<file path="config.mk">
export PLATFORM = sky130hd
export DESIGN_NAME = fpu32_add_sub
export DESIGN_NICKNAME = d
export VERILOG_FILES = /design/src/rtl/fpu32_pkg.sv /design/src/rtl/fpu32_lzc.sv /design/src/rtl/fpu32_add_sub.sv
export SDC_FILE = /design/constraint.sdc
export NUM_CORES = 1
export LEC_CHECK = 0
export BUFFER_PORTS_ARGS = -buffer_cell sky130_fd_sc_hd__buf_2
export CORE_MARGIN = 3
export CORE_UTILIZATION = 46
export CTS_CLUSTER_SIZE = 20
export DETAILED_ROUTE_END_ITERATION = 10
export PLACE_DENSITY = 0.66
export SYNTH_ARGS = -nofsm -noshare
export SYNTH_HDL_FRONTEND = slang
export SYNTH_HIERARCHICAL = 1
export SYNTH_SLANG_ARGS = --single-unit
export TNS_END_PERCENT = 1
</file>
<file path="constraint.sdc">
create_clock -name i_clk -period 12.1 [get_ports i_clk]
set_input_delay 0.605 -clock i_clk [delete_from_list [all_inputs] [get_ports i_clk]]
set_output_delay 0.605 -clock i_clk [all_outputs]
set_load 0.02 [all_outputs]
</file>
<file path="src/rtl/fpu32_pkg.sv">
// Shared binary32 field widths, special encodings and the unpacked operand view
// used by the adder/subtractor datapath.
package fpu32_pkg;

  localparam int          EXP_W    = 8;
  localparam int          FRAC_W   = 23;
  localparam int          EXP_BIAS = 127;
  localparam logic [7:0]  EXP_MAX  = 8'hFF;
  localparam logic [31:0] QNAN     = 32'h7FC00000;
  localparam logic [31:0] POS_INF  = 32'h7F800000;

  typedef struct packed {
    logic              sign;
    logic [EXP_W-1:0]  exp;
    logic [FRAC_W-1:0] frac;
  } fp32_t;

endpackage

</file>
<file path="src/rtl/fpu32_lzc.sv">
// 27-bit leading-zero counter used to renormalise the difference after an
// effective subtraction; an all-zero input reports 27.
module fpu32_lzc (
  input  logic [26:0] i_data,
  output logic [4:0]  o_count
);

  logic [26:0] lead;

  // One-hot marker on the most significant set bit.
  genvar gi;
  generate
    for (gi = 0; gi < 27; gi++) begin : g_lead
      if (gi == 26) begin : g_top
        assign lead[gi] = i_data[gi];
      end else begin : g_rest
        assign lead[gi] = i_data[gi] & ~(|i_data[26:gi+1]);
      end
    end
  endgenerate

  always_comb begin
    o_count = 5'd27;
    for (int i = 0; i < 27; i++) begin
      if (lead[i]) o_count = 5'(26 - i);
    end
  end

endmodule

</file>
<file path="src/rtl/fpu32_add_sub.sv">
// Binary32 add/subtract with flush-to-zero and a single result register.
// Define FPU32_ADD_SUB_RNE_EN for round-to-nearest-even; otherwise truncation.
module fpu32_add_sub
  import fpu32_pkg::*;
#(
  parameter int SIZE_DATA = 32
) (
  input  logic                 i_clk,
  input  logic                 i_rst_n,
  input  logic                 i_alu_op,
  input  logic [SIZE_DATA-1:0] i_data_a,
  input  logic [SIZE_DATA-1:0] i_data_b,
  output logic [SIZE_DATA-1:0] o_result
);

  fp32_t       op_a, op_b;
  logic        sign_a, sign_b;
  logic        nan_a, nan_b, inf_a, inf_b, zero_a, zero_b;
  logic [23:0] man_a, man_b;

  assign op_a   = i_data_a;
  assign op_b   = i_data_b;
  assign sign_a = op_a.sign;
  assign sign_b = op_b.sign ^ i_alu_op;
  assign zero_a = (op_a.exp == '0);
  assign zero_b = (op_b.exp == '0);
  assign inf_a  = (op_a.exp == EXP_MAX) && (op_a.frac == '0);
  assign inf_b  = (op_b.exp == EXP_MAX) && (op_b.frac == '0);
  assign nan_a  = (op_a.exp == EXP_MAX) && (op_a.frac != '0);
  assign nan_b  = (op_b.exp == EXP_MAX) && (op_b.frac != '0);
  assign man_a  = {~zero_a, op_a.frac};
  assign man_b  = {~zero_b, op_b.frac};

  logic        special;
  logic [31:0] special_result;

  always_comb begin
    special        = 1'b1;
    special_result = '0;
    if (nan_a || nan_b) begin
      special_result = QNAN;
    end else if (inf_a && inf_b && (sign_a != sign_b)) begin
      special_result = QNAN;
    end else if (inf_a) begin
      special_result = POS_INF | {sign_a, 31'd0};
    end else if (inf_b) begin
      special_result = POS_INF | {sign_b, 31'd0};
    end else if (zero_a && zero_b) begin
      special_result = {sign_a & sign_b, 31'd0};
    end else if (zero_a) begin
      special_result = {sign_b, op_b.exp, op_b.frac};
    end else if (zero_b) begin
      special_result = {sign_a, op_a.exp, op_a.frac};
    end else begin
      special = 1'b0;
    end
  end

  // Order operands by magnitude so the subtraction never goes negative.
  logic        a_larger, eff_sub, sign_l;
  logic [7:0]  exp_l, exp_s, exp_diff;
  logic [23:0] man_l, man_s;

  assign a_larger = {op_a.exp, man_a} >= {op_b.exp, man_b};
  assign eff_sub  = sign_a ^ sign_b;
  assign sign_l   = a_larger ? sign_a : sign_b;
  assign exp_l    = a_larger ? op_a.exp : op_b.exp;
  assign exp_s    = a_larger ? op_b.exp : op_a.exp;
  assign man_l    = a_larger ? man_a : man_b;
  assign man_s    = a_larger ? man_b : man_a;
  assign exp_diff = exp_l - exp_s;

  logic [26:0] big, ext_s, lost_mask, shifted_s, aligned_s;

  assign big   = {man_l, 3'b000};
  assign ext_s = {man_s, 3'b000};

  always_comb begin
    lost_mask = '0;
    shifted_s = '0;
    if (exp_diff >= 8'd26) begin
      aligned_s = 27'd1;
    end else begin
      lost_mask = (27'd1 << exp_diff) - 27'd1;
      shifted_s = ext_s >> exp_diff;
      aligned_s = {shifted_s[26:1], shifted_s[0] | (|(ext_s & lost_mask))};
    end
  end

  logic [27:0] sum;
  logic [26:0] diff_mag;
  logic [4:0]  lz_count;

  assign sum      = {1'b0, big} + {1'b0, aligned_s};
  assign diff_mag = big - aligned_s;

  fpu32_lzc u_lzc (
    .i_data  (diff_mag),
    .o_count (lz_count)
  );

  logic [26:0]       norm_mant;
  logic signed [9:0] norm_exp;
  logic              exact_zero, flush;

  always_comb begin
    norm_mant  = '0;
    norm_exp   = '0;
    exact_zero = 1'b0;
    flush      = 1'b0;
    if (!eff_sub) begin
      if (sum[27]) begin
        norm_mant = {sum[27:2], sum[1] | sum[0]};
        norm_exp  = $signed({2'b00, exp_l}) + 10'sd1;
      end else begin
        norm_mant = sum[26:0];
        norm_exp  = $signed({2'b00, exp_l});
      end
    end else begin
      exact_zero = (diff_mag == '0);
      norm_mant  = diff_mag << lz_count;
      norm_exp   = $signed({2'b00, exp_l}) - $signed({5'b00000, lz_count});
      flush      = (norm_exp <= 10'sd0);
    end
  end

  logic              round_up;
  logic [24:0]       rounded;
  logic signed [9:0] final_exp;
  logic [22:0]       final_frac;

`ifdef FPU32_ADD_SUB_RNE_EN
  assign round_up = norm_mant[2] & (norm_mant[1] | norm_mant[0] | norm_mant[3]);
`else
  logic unused_grs;
  assign round_up   = 1'b0;
  assign unused_grs = ^norm_mant[2:0];
`endif

  assign rounded = {1'b0, norm_mant[26:3]} + {24'd0, round_up};

  always_comb begin
    if (rounded[24]) begin
      final_exp  = norm_exp + 10'sd1;
      final_frac = rounded[23:1];
    end else begin
      final_exp  = norm_exp;
      final_frac = rounded[22:0];
    end
  end

  logic [31:0] result_next, result_reg;

  always_comb begin
    if (special) begin
      result_next = special_result;
    end else if (exact_zero) begin
      result_next = '0;
    end else if (flush) begin
      result_next = {sign_l, 31'd0};
    end else if (final_exp >= 10'sd255) begin
      result_next = POS_INF | {sign_l, 31'd0};
    end else begin
      result_next = {sign_l, final_exp[7:0], final_frac};
    end
  end

  always_ff @(posedge i_clk) begin
    if (!i_rst_n) begin
      result_reg <= '0;
    end else begin
      result_reg <= result_next;
    end
  end

  assign o_result = result_reg;

endmodule

</file>
# After elaboration in Yosys (flattened, before gate mapping)
# Cells that the tools add are included.
[totals] reg_bits=32 in_bits=67 out_inout_bits=32 word_cells=175
[op_classes] n_addsub=6 n_lt_le_gt_ge=4 n_eq_ne=3 shift=3 muxes=57 bitwise_logic=60 n_reduce_logical=41
[ops] op="$mux W32" count=9
[ops] op="$mux W5" count=26
[ops] op="$mux W31" count=2
[ops] op="$mux W26" count=2
[ops] op="$mux W24" count=2
[ops] op="$logic_not A23 Y1" count=2
[ops] op="$reduce_bool A23 Y1" count=2
[ops] op="$ge A32 B32 Y1" count=1
[ops] op="$add A27 B27 Y28" count=1
[ops] op="$not A1 Y1" count=28
[ops] op="$and A1 B1 Y1" count=27
[ops] op="$and A27 B27 Y27" count=1
[ops] op="$logic_not A27 Y1" count=1
[ops] op="$mux W27" count=1
[ops] op="$reduce_or A27 Y1" count=1
[ops] op="$shl A1 B8 Y27 const A" count=1
[ops] op="$shl A27 B5 Y26" count=1
[ops] op="$shr A27 B8 Y27" count=1
[ops] op="$sub A27 B1 Y27 const B" count=1
[ops] op="$sub A27 B27 Y27" count=1
[ops] op="$reduce_or A26 Y1" count=1
[ops] op="$reduce_or A25 Y1" count=1
[ops] op="$reduce_or A24 Y1" count=1
[ops] op="$reduce_or A23 Y1" count=1
[ops] op="other kinds (38)" count=59

# Logic depth before layout (Yosys ltp)
# Gate-level depths: netlist (run 1).
[depth] depth_word=49 mapped_depth=70 depth_no_buf=55

# Cells and area by module
# The synthesis (run 1) kept the hierarchy.
[by_module_without_submodules] module="fpu32_add_sub" n_inst=1 cells_each=1700 area_per_inst_um2=11323.4 seq_area_each_um2=640.6
[by_module_without_submodules] module="fpu32_lzc" n_inst=1 cells_each=59 area_per_inst_um2=405.4 seq_area_each_um2=0.0

# Worst setup path after synthesis (run 1)
# Ideal clock, no wire load.
[synth_path] kind="input to register" start="in i_data_a[24]" end="reg result_reg[19] (netlist: o_result[19])" setup_time_ps=120 arrival_time_ps=12780 required_time_ps=11980 slack_ps=-799 path_stages=60 n_path_buf=13 cell_sequence="clkbuf_1 > or4_1 > nor2_1 > inv_1 > ha_1 > nand2_1 > nor4_2 > and4_2 > o21a_4 > nor2_2 > buf_6 > buf_2 > buf_2 > clkbuf_1 > buf_1 > mux2i_1 > ha_1 > a31o_4 > [... 24 more ...] > nor3_1 > nor4b_1 > clkinv_1 > clkbuf_1 > ha_1 > o21a_1 > o21a_1 > o21ai_0 > nor2b_1 > a22oi_1 > xnor2_1 > nor4_1 > nor2_1 > and4b_1 > buf_6 > buf_6 > a21oi_2 > nand2_1"
[synth_between] elab_cells_between_ends=157 classes_between="6 x add/sub; 4 x order compare; 1 x eq/ne; 3 x shift; 54 x mux; 55 x bitwise; 34 x reduce/logical"
[synth_lines] item="from (decl)" line="fpu32_add_sub.sv:11" rtl="input logic [SIZE_DATA-1:0] i_data_a,"
[synth_lines] item="$logic_not A8 Y1" line="fpu32_add_sub.sv:25" rtl="assign zero_a = (op_a.exp == '0);"
[synth_lines] item="$not A1 Y1" line="fpu32_add_sub.sv:31" rtl="assign man_a = {~zero_a, op_a.frac};"
[synth_lines] item="$ge A32 B32 Y1" line="fpu32_add_sub.sv:64" rtl="assign a_larger = {op_a.exp, man_a} >= {op_b.exp, man_b};"
[synth_lines] item="$mux W8 (on tied branches)" line="fpu32_add_sub.sv:67, fpu32_add_sub.sv:68"
[synth_lines] item="$sub A8 B8 Y8" line="fpu32_add_sub.sv:71" rtl="assign exp_diff = exp_l - exp_s;"
[synth_lines] item="$shl A1 B8 Y27" line="fpu32_add_sub.sv:84" rtl="lost_mask = (27'd1 << exp_diff) - 27'd1;"
[synth_lines] item="$sub A27 B1 Y27" line="fpu32_add_sub.sv:84"
[synth_lines] item="$and A27 B27 Y27" line="fpu32_add_sub.sv:86" rtl="aligned_s = {shifted_s[26:1], shifted_s[0] | (|(ext_s & lost_mask))};"
[synth_lines] item="[... 4 more ...]"
[synth_lines] item="named net diff_mag[26]" line="fpu32_add_sub.sv:91" rtl="logic [26:0] diff_mag;"
[synth_lines] item="[... 28 more ...]"
[synth_lines] item="named net lz_count[2]" line="fpu32_add_sub.sv:92" rtl="logic [4:0] lz_count;"
[synth_lines] item="$sub A8 B5 Y9" line="fpu32_add_sub.sv:122" rtl="norm_exp = $signed({2'b00, exp_l}) - $signed({5'b00000, lz_count});"
[synth_lines] item="$mux W10" line="fpu32_add_sub.sv:111" rtl="if (!eff_sub) begin"
[synth_lines] item="$ge A10 B9 Y1" line="fpu32_add_sub.sv:161" rtl="end else if (final_exp >= 10'sd255) begin"
[synth_lines] item="$mux W31" line="fpu32_add_sub.sv:161"
[synth_lines] item="$mux W31 *" line="fpu32_add_sub.sv:159" rtl="end else if (flush) begin"
[synth_lines] item="$mux W32 *" line="fpu32_add_sub.sv:157" rtl="end else if (exact_zero) begin"
[synth_lines] item="$mux W32 *" line="fpu32_add_sub.sv:155" rtl="if (special) begin"
[synth_lines] item="to (signal assigned)" line="fpu32_add_sub.sv:172" rtl="result_reg <= result_next;"
[synth_lines] item="to (decl)" line="fpu32_add_sub.sv:152" rtl="logic [31:0] result_next, result_reg;"
# Mark *: on every way through the listed nets, which the timed path passes. The rest lies on a longest branch.
# A chain may end at the register's enable or synchronous reset.

# Worst setup path after layout (run 1)
[layout_path] start="in i_data_a[28]" end="reg result_reg[13] (netlist: o_result[13])"
# Same word-level chain as after synthesis.

==> impl_metrics.yaml, run 1 <==
drt:
  detailroute.via_count: 14544
  via_per_inst: 6.806
  drt_pass1_iterations: 7
  drt_drc_violations_left: 0
  routed_wl_mm: 53.95
  average_detailed_routed_wire_length_per_instance_um: 25.24
  first_iter_violations: 1807
  final_antenna_net_count: 0
clock_tree:
  worst_setup_hold_path_clk_slew_ps: 50
  clock_sinks: 32
  tritoncts.num_buffers: 5
  ctsHtreeMaxLevel: 2
  cts-root-buf: "sky130_fd_sc_hd__clkbuf_16"
  ctsLongestPathBuffers: 2
  tritoncts_clock_tree: "yes"
  cts-hold-fix-buffers: 0
placed_design:
  post-dp-hpwl_mm: 43.53
  place_congestion: 1.019
  io_buffers: 98
  dpl_worst_slack_ps: 138.7
logic_synthesis:
  synth_mux_area_frac: 0.1100
  xor_and_xnor_fraction_of_the_mapped_netlist_area: 0.04246
  cell_variety_after_synth: 112
  synthesis.nets: 1918
  largest_family_of_logic_cells_by_synthesized_area: "compound AO/OA/AOI/OAI gates"
  syn_avg_cell_area_um2: 6.668
  yosysWarnings: 6
  syn_area_um2: 11730
  number_of_synthesized_flops_with_an_enable_pin: 0
  synth-compound-area-share: 0.3451
  synth.largest_area_cell: "sky130_fd_sc_hd__ha_1"
  cell_with_the_most_instances_after_synthesis: "sky130_fd_sc_hd__nor2_1"
  synth_async_sr_flop_share: 0
  synth-seq-area-share: 0.05462
  netlist_top_cells_area: "sky130_fd_sc_hd__ha_1, sky130_fd_sc_hd__nor2_1, sky130_fd_sc_hd__nand2_1"
  cell_count_after_synthesis: 1759
  synth_ff_type: "sky130_fd_sc_hd__dfxtp_1"
  yosysTopAreaCellShare: 0.09601
  yosys_register_bits: 32
  yosys.area_share.adder: 0.09942
  synthTopCellsByCount: "sky130_fd_sc_hd__nor2_1, sky130_fd_sc_hd__nand2_1, sky130_fd_sc_hd__a21oi_1"
  synthSimpleGateAreaFrac: 0.2701
worst_setup_path:
  crit_path_top_delay_cell: "sky130_fd_sc_hd__or4_1"
  critical_path_startpoint: "i_data_a[28]"
  worst-path-buf-inv: 5
  crit_path_end_kind: "flop"
  critical_path.top_delay_family: "simple AND/OR/NAND/NOR gates"
  worst_ep_required_time_ps: 12300
  crit_type: "in2reg"
  path_max_fanout: 14
  crit_path_max_incr_delay_ps: 580
  sort_of_element_at_the_start_of_the_critical_path: "input port"
  worst_ep_arrival_time_ps: 11720
min_path:
  min_to: "o_result[25]"
  timing.hold.worst.class: "in2reg"
  worst_hold_startpoint: "i_rst_n"
  min_path_cells: 2
global_routing:
  grt_max_degree: 81
  grt_util_all_layers: 0.3624
  grt_pass1_vias: 13146
  residual_overflow_from_global_routing: 0
  antenna_violations_before_repair: 2
  grt_first_pass_wirelength_mm: 79.67
sta:
  min_period_over_period: 0.9520
  fmax_mhz: 86.81
  hold_viol_final: 0
  worstMarginPinSlew_ps: 1039
  setup_viol_count_final: 0
  final_slew_violations: 0
  fin_hold_ws_ps: 770.6
  fin_crit_ps: 11520
  setup_slack_of_the_critical_path_after_layout_ps: 580.8
  worst_slew_margin_rel: 0.2986
die:
  io_pins: 99
  core.rowCount: 57
  floorplan.die.width_um: 165.7
  core_region_area_um2: 24680
  initial_core_util: 0.4753
  die_h_um: 165.7
  floorplan.die_area_um2: 27450
layout:
  largest_reg_flops: 32
  num-nets-final: 1970
  post_route_cells_drive_above_1_share: 0.1557
  n_fill_cell: 2568
  multiInputGateArea_um2: 10320
  area.sequential_um2: 640.6
  area.growth.synth_to_final_pct: 9.804
job:
  maxCapViolations: 0
outcome:
  run_status: "complete, no violations"
power:
  p_leak_nw: 5.426
  ir_drop_mv: 0.1170
  power_density_nw_per_um2: 140.7
[metal layers]
metal,global-route usage,vias up,part of all wire
li1,-,6611,-
met1,0.4966,6890,0.42
met2,0.5841,875,0.45
met3,0.03217,168,0.081
met4,0.1552,0,0.052
met5,0,-,0
[power breakdown]
| part | internal (mW) | switching, mW |
|---|---|---|
| clock network | 0.0746 | 0.0445 |
| logic | 0.535 | 1.01 |
| registers | 0.135 | 0.0120 |
| total | 0.745 | 1.07 |
[cells by family (layout without fill, tap and decap cells)]
kind of cell,Yosys count,in the layout
compound gates,592,592
xor+xnor,56,56
fa+ha+maj,92,92
buf+inv,226,277
flops,32,32
mux,103,103
other cells,0,2
simple gates,658,659
[layout make-up]
| cell class | count | area share |
|---|---|---|
| antenna | 2 | 0.0003886 |
| clock buffer | 6 | 0.01001 |
| clock inverter | 1 | 0.0003886 |
| inverter | 116 | 0.03430 |
| multi-input combinational | 1502 | 0.8017 |
| sequential | 32 | 0.04974 |
| tap | 324 | 0.03148 |
| timing repair buffer | 154 | 0.07199 |
[stage by stage]
stage	cell area, um2	std cells	util	TNS [ps]	total power, mW
finish	12880	2137	0.5219	0	1.812
global route	12880	2137	0.5219	-270.6	1.898
CTS	12750	2129	0.5169	0	1.742
detailed placement	12620	2122	0.5115	0	1.620
global placement	12620	2122	0.5115	0	1.627
floorplan	11770	1759	-	0	1.148
[layout by cell type (no fill, tap or decap), drive strengths merged, types with 23 or more instances in the layout]
cell type | Yosys | final
nor2 | 208 | 208
nand2 | 203 | 204
buf | 31 | 154
a21oi | 145 | 145
o21ai | 129 | 129
inv | 111 | 111
ha | 90 | 90
mux2i | 64 | 64
nor3 | 44 | 44
xnor2 | 44 | 44
nand3 | 41 | 41
a22oi | 39 | 39
dfxtp | 32 | 32
a211oi | 29 | 29
o211ai | 26 | 26
nand4 | 24 | 24
a31oi | 23 | 23
[timing repair]
item                                    CTS  global route
endpoints found under the setup margin    0            31
resized for setup                         0            14
setup buffers                             0             5
[worst max-delay path by stage]
stage,depth (start not counted),slack (ps),end
after floorplan,60,10,o_result[19]
after global placement,50,300,o_result[16]
after detailed placement,50,140,o_result[18]
final,52,580,o_result[13]
after global routing,52,-60,o_result[0]
after CTS,50,380,o_result[18]
No activity file was read; power rests on OpenSTA's default activity.
==> inputs of run 2 (changes only) <==
--- a/config.mk
+++ b/config.mk
@@ -5,12 +5,13 @@
 export SDC_FILE = /design/constraint.sdc
 export NUM_CORES = 1
 export LEC_CHECK = 0
+export ABC_AREA = 1
 export BUFFER_PORTS_ARGS = -buffer_cell sky130_fd_sc_hd__buf_2
 export CORE_MARGIN = 3
 export CORE_UTILIZATION = 46
 export CTS_CLUSTER_SIZE = 20
 export DETAILED_ROUTE_END_ITERATION = 10
-export PLACE_DENSITY = 0.66
+export PLACE_DENSITY = 0.67
 export SYNTH_ARGS = -nofsm -noshare
 export SYNTH_HDL_FRONTEND = slang
 export SYNTH_HIERARCHICAL = 1
==> run 2 against run 1 <==
Critical path depth up 13. Global-route usage up 0.44 points. Highest routed layer is now met5. Fmax increased by 0.52%. Synthesized cell count increased by 27%. Cell count is 22% higher.
==> impl_metrics.yaml, run 2 <==
sta:
  setup-tns-final_ps: 0
  worst_slew_margin_rel: 0.2485
  fin_crit_ps: 11460
  setup_viol_count_final: 0
  final_slew_violations: 0
  fin_hold_ws_ps: 731.9
  fmax_mhz: 87.26
  worstMarginPinSlew_ps: 1116
  min_period_over_period: 0.9471
  hold_viol_final: 0
logic_synthesis:
  synthSimpleGateAreaFrac: 0.5059
  cell_count_after_synthesis: 2229
  synth-compound-area-share: 0.1852
  syn_avg_cell_area_um2: 5.244
  cell_with_the_most_instances_after_synthesis: "sky130_fd_sc_hd__nand2_1"
  synth.largest_area_cell: "sky130_fd_sc_hd__nand2_1"
  synthesis.nets: 2388
  synthTopCellsByCount: "sky130_fd_sc_hd__nand2_1, sky130_fd_sc_hd__nand3_1, sky130_fd_sc_hd__inv_1"
  synth-seq-area-share: 0.05480
  number_of_synthesized_flops_with_an_enable_pin: 0
  cell_variety_after_synth: 58
  yosys.area_share.adder: 0.09975
  largest_family_of_logic_cells_by_synthesized_area: "simple AND/OR/NAND/NOR gates"
  syn_area_um2: 11690
  netlist_top_cells_area: "sky130_fd_sc_hd__nand2_1, sky130_fd_sc_hd__nand3_1, sky130_fd_sc_hd__ha_1"
  yosysTopAreaCellShare: 0.1997
  yosys_register_bits: 32
  synth_mux_area_frac: 0
  xor_and_xnor_fraction_of_the_mapped_netlist_area: 0.02783
  yosysWarnings: 6
  synth_ff_type: "sky130_fd_sc_hd__dfxtp_1"
  synth_async_sr_flop_share: 0
drt:
  final_antenna_net_count: 0
  via_per_inst: 6.030
  routed_wl_mm: 52.60
  detailroute.via_count: 15677
  drt_drc_violations_left: 0
  drt_pass1_iterations: 6
  first_iter_violations: 2161
  average_detailed_routed_wire_length_per_instance_um: 20.23
layout:
  largest_reg_flops: 32
  post_route_cells_drive_above_1_share: 0.09411
  area.growth.synth_to_final_pct: 7.770
  layout_commonest_cell: "sky130_fd_sc_hd__nand2_1"
  final_cell_area_um2: 12600
  final_util: 0.5105
  top_library_cells_by_usage_in_the_layout_fill_and_taps_aside: "sky130_fd_sc_hd__nand2_1, sky130_fd_sc_hd__nand3_1, sky130_fd_sc_hd__inv_1, sky130_fd_sc_hd__nor2_1, sky130_fd_sc_hd__o21ai_0"
  num-nets-final: 2432
clock_tree:
  ctsLongestPathBuffers: 2
  worst_setup_hold_path_clk_slew_ps: 50
  tritoncts_clock_tree: "yes"
  ctsHtreeMaxLevel: 2
  cts-root-buf: "sky130_fd_sc_hd__clkbuf_16"
  clock_sinks: 32
  cts-hold-fix-buffers: 0
  tritoncts.num_buffers: 5
die:
  core_region_area_um2: 24680
  initial_core_util: 0.4737
  core.rowCount: 57
  die_h_um: 165.4
  floorplan.die_area_um2: 27360
  floorplan.die.width_um: 165.4
  io_pins: 99
worst_setup_path:
  worst_ep_arrival_time_ps: 11610
  worst_path_most_repeated_cell: "sky130_fd_sc_hd__nand2_1"
  crit_path_top_delay_cell: "sky130_fd_sc_hd__o21ai_0"
  path_max_fanout: 28
  crit_type: "in2reg"
  crit_path_max_incr_delay_ps: 420
  worst_ep_required_time_ps: 12250
  crit_path_end_kind: "flop"
  sort_of_element_at_the_start_of_the_critical_path: "input port"
global_routing:
  residual_overflow_from_global_routing: 0
  grt_first_pass_wirelength_mm: 78.14
  grt_util_all_layers: 0.3668
  antenna_violations_before_repair: 3
  grt_pass1_vias: 13898
  grt_max_degree: 60
placed_design:
  place_congestion: 1.092
  post-dp-hpwl_mm: 43.81
  dpl_cell_area_um2: 12360
  io_buffers: 98
job:
  maxCapViolations: 0
outcome:
  run_status: "complete, no violations"
power:
  ir_drop_mv: 0.08246
  power_density_nw_per_um2: 136.5
  design_power_total_mw: 1.720
  p_leak_nw: 6.626
min_path:
  timing.hold.worst.class: "in2reg"
-- run 2: cell types whose count changed after synthesis, moves of 39 or more --
cell,change
sky130_fd_sc_hd__inv_1,+167
sky130_fd_sc_hd__nand3_1,+261
sky130_fd_sc_hd__mux2i_1,-64
sky130_fd_sc_hd__nand4_1,+39
sky130_fd_sc_hd__nand2_1,+422
sky130_fd_sc_hd__xnor2_1,-41
-- run 2: kinds of logic (layout without fill, tap and decap cells) --
kind of cell / Yosys count / count (layout)
compound gates: 387 / 387
xor+xnor: 32 / 32
fa+ha+maj: 92 / 92
buf+inv: 382 / 426
flops: 32 / 32
other cells: 0 / 2
simple gates: 1304 / 1305
-- run 2: worst paths after layout --
path	start	end	slack [ps]	depth (start not counted)
max	i_data_b[23]	o_result[14]	640	65
min	i_data_a[31]	o_result[31]	730	3
-- run 2: cell type report --
cell class	count	area (um2)
Clock buffer	7	142.6
Sequential cell	32	640.6
Multi-Input combinational cell	1816	9588
Clock inverter	1	7.507
Tap cell	324	405.4
Inverter	294	1107
Fill cell	2775	12080
Antenna cell	2	5.005
Timing Repair Buffer	124	701.9
-- run 2: repair_timing --
action / CTS / global route
hold endpoints to repair: 0 / 0
gates resized for setup: 0 / 4
endpoints found under the setup margin: 0 / 31
setup buffers: 0 / 7
-- run 2: stage by stage --
stage / cells / worst slack, ps
after global placement: 2582 / 594.1
after CTS: 2590 / 754.7
after floorplan: 2229 / 2420
after detailed placement: 2582 / 502.0
final: 2600 / 640.5
after global routing: 2600 / -20.48
-- run 2: report_power, final --
part	switching [mW]	internal [mW]	leakage [nW]
logic	1.04	0.405	6.29
registers	0.0116	0.135	0.267
clock network	0.0453	0.0818	0.0701
total	1.10	0.622	6.63
-- run 2: critical path: cells and delay by family --
kind	cells	cell delay, ps
AOI/OAI and AO/OA	10	2730
xor gates and xnor gates	1	250
adders and majority gates	3	1090
buffers and inverters	10	1860
and+or+nand+nor	41	5060
-- run 2: metal layers --
| layer | GRT usage | share of wire |
|---|---|---|
| met5 | 0 | 0.00025 |
| met4 | 0.1792 | 0.059 |
| met3 | 0.05363 | 0.096 |
| met2 | 0.5917 | 0.44 |
| met1 | 0.4779 | 0.40 |
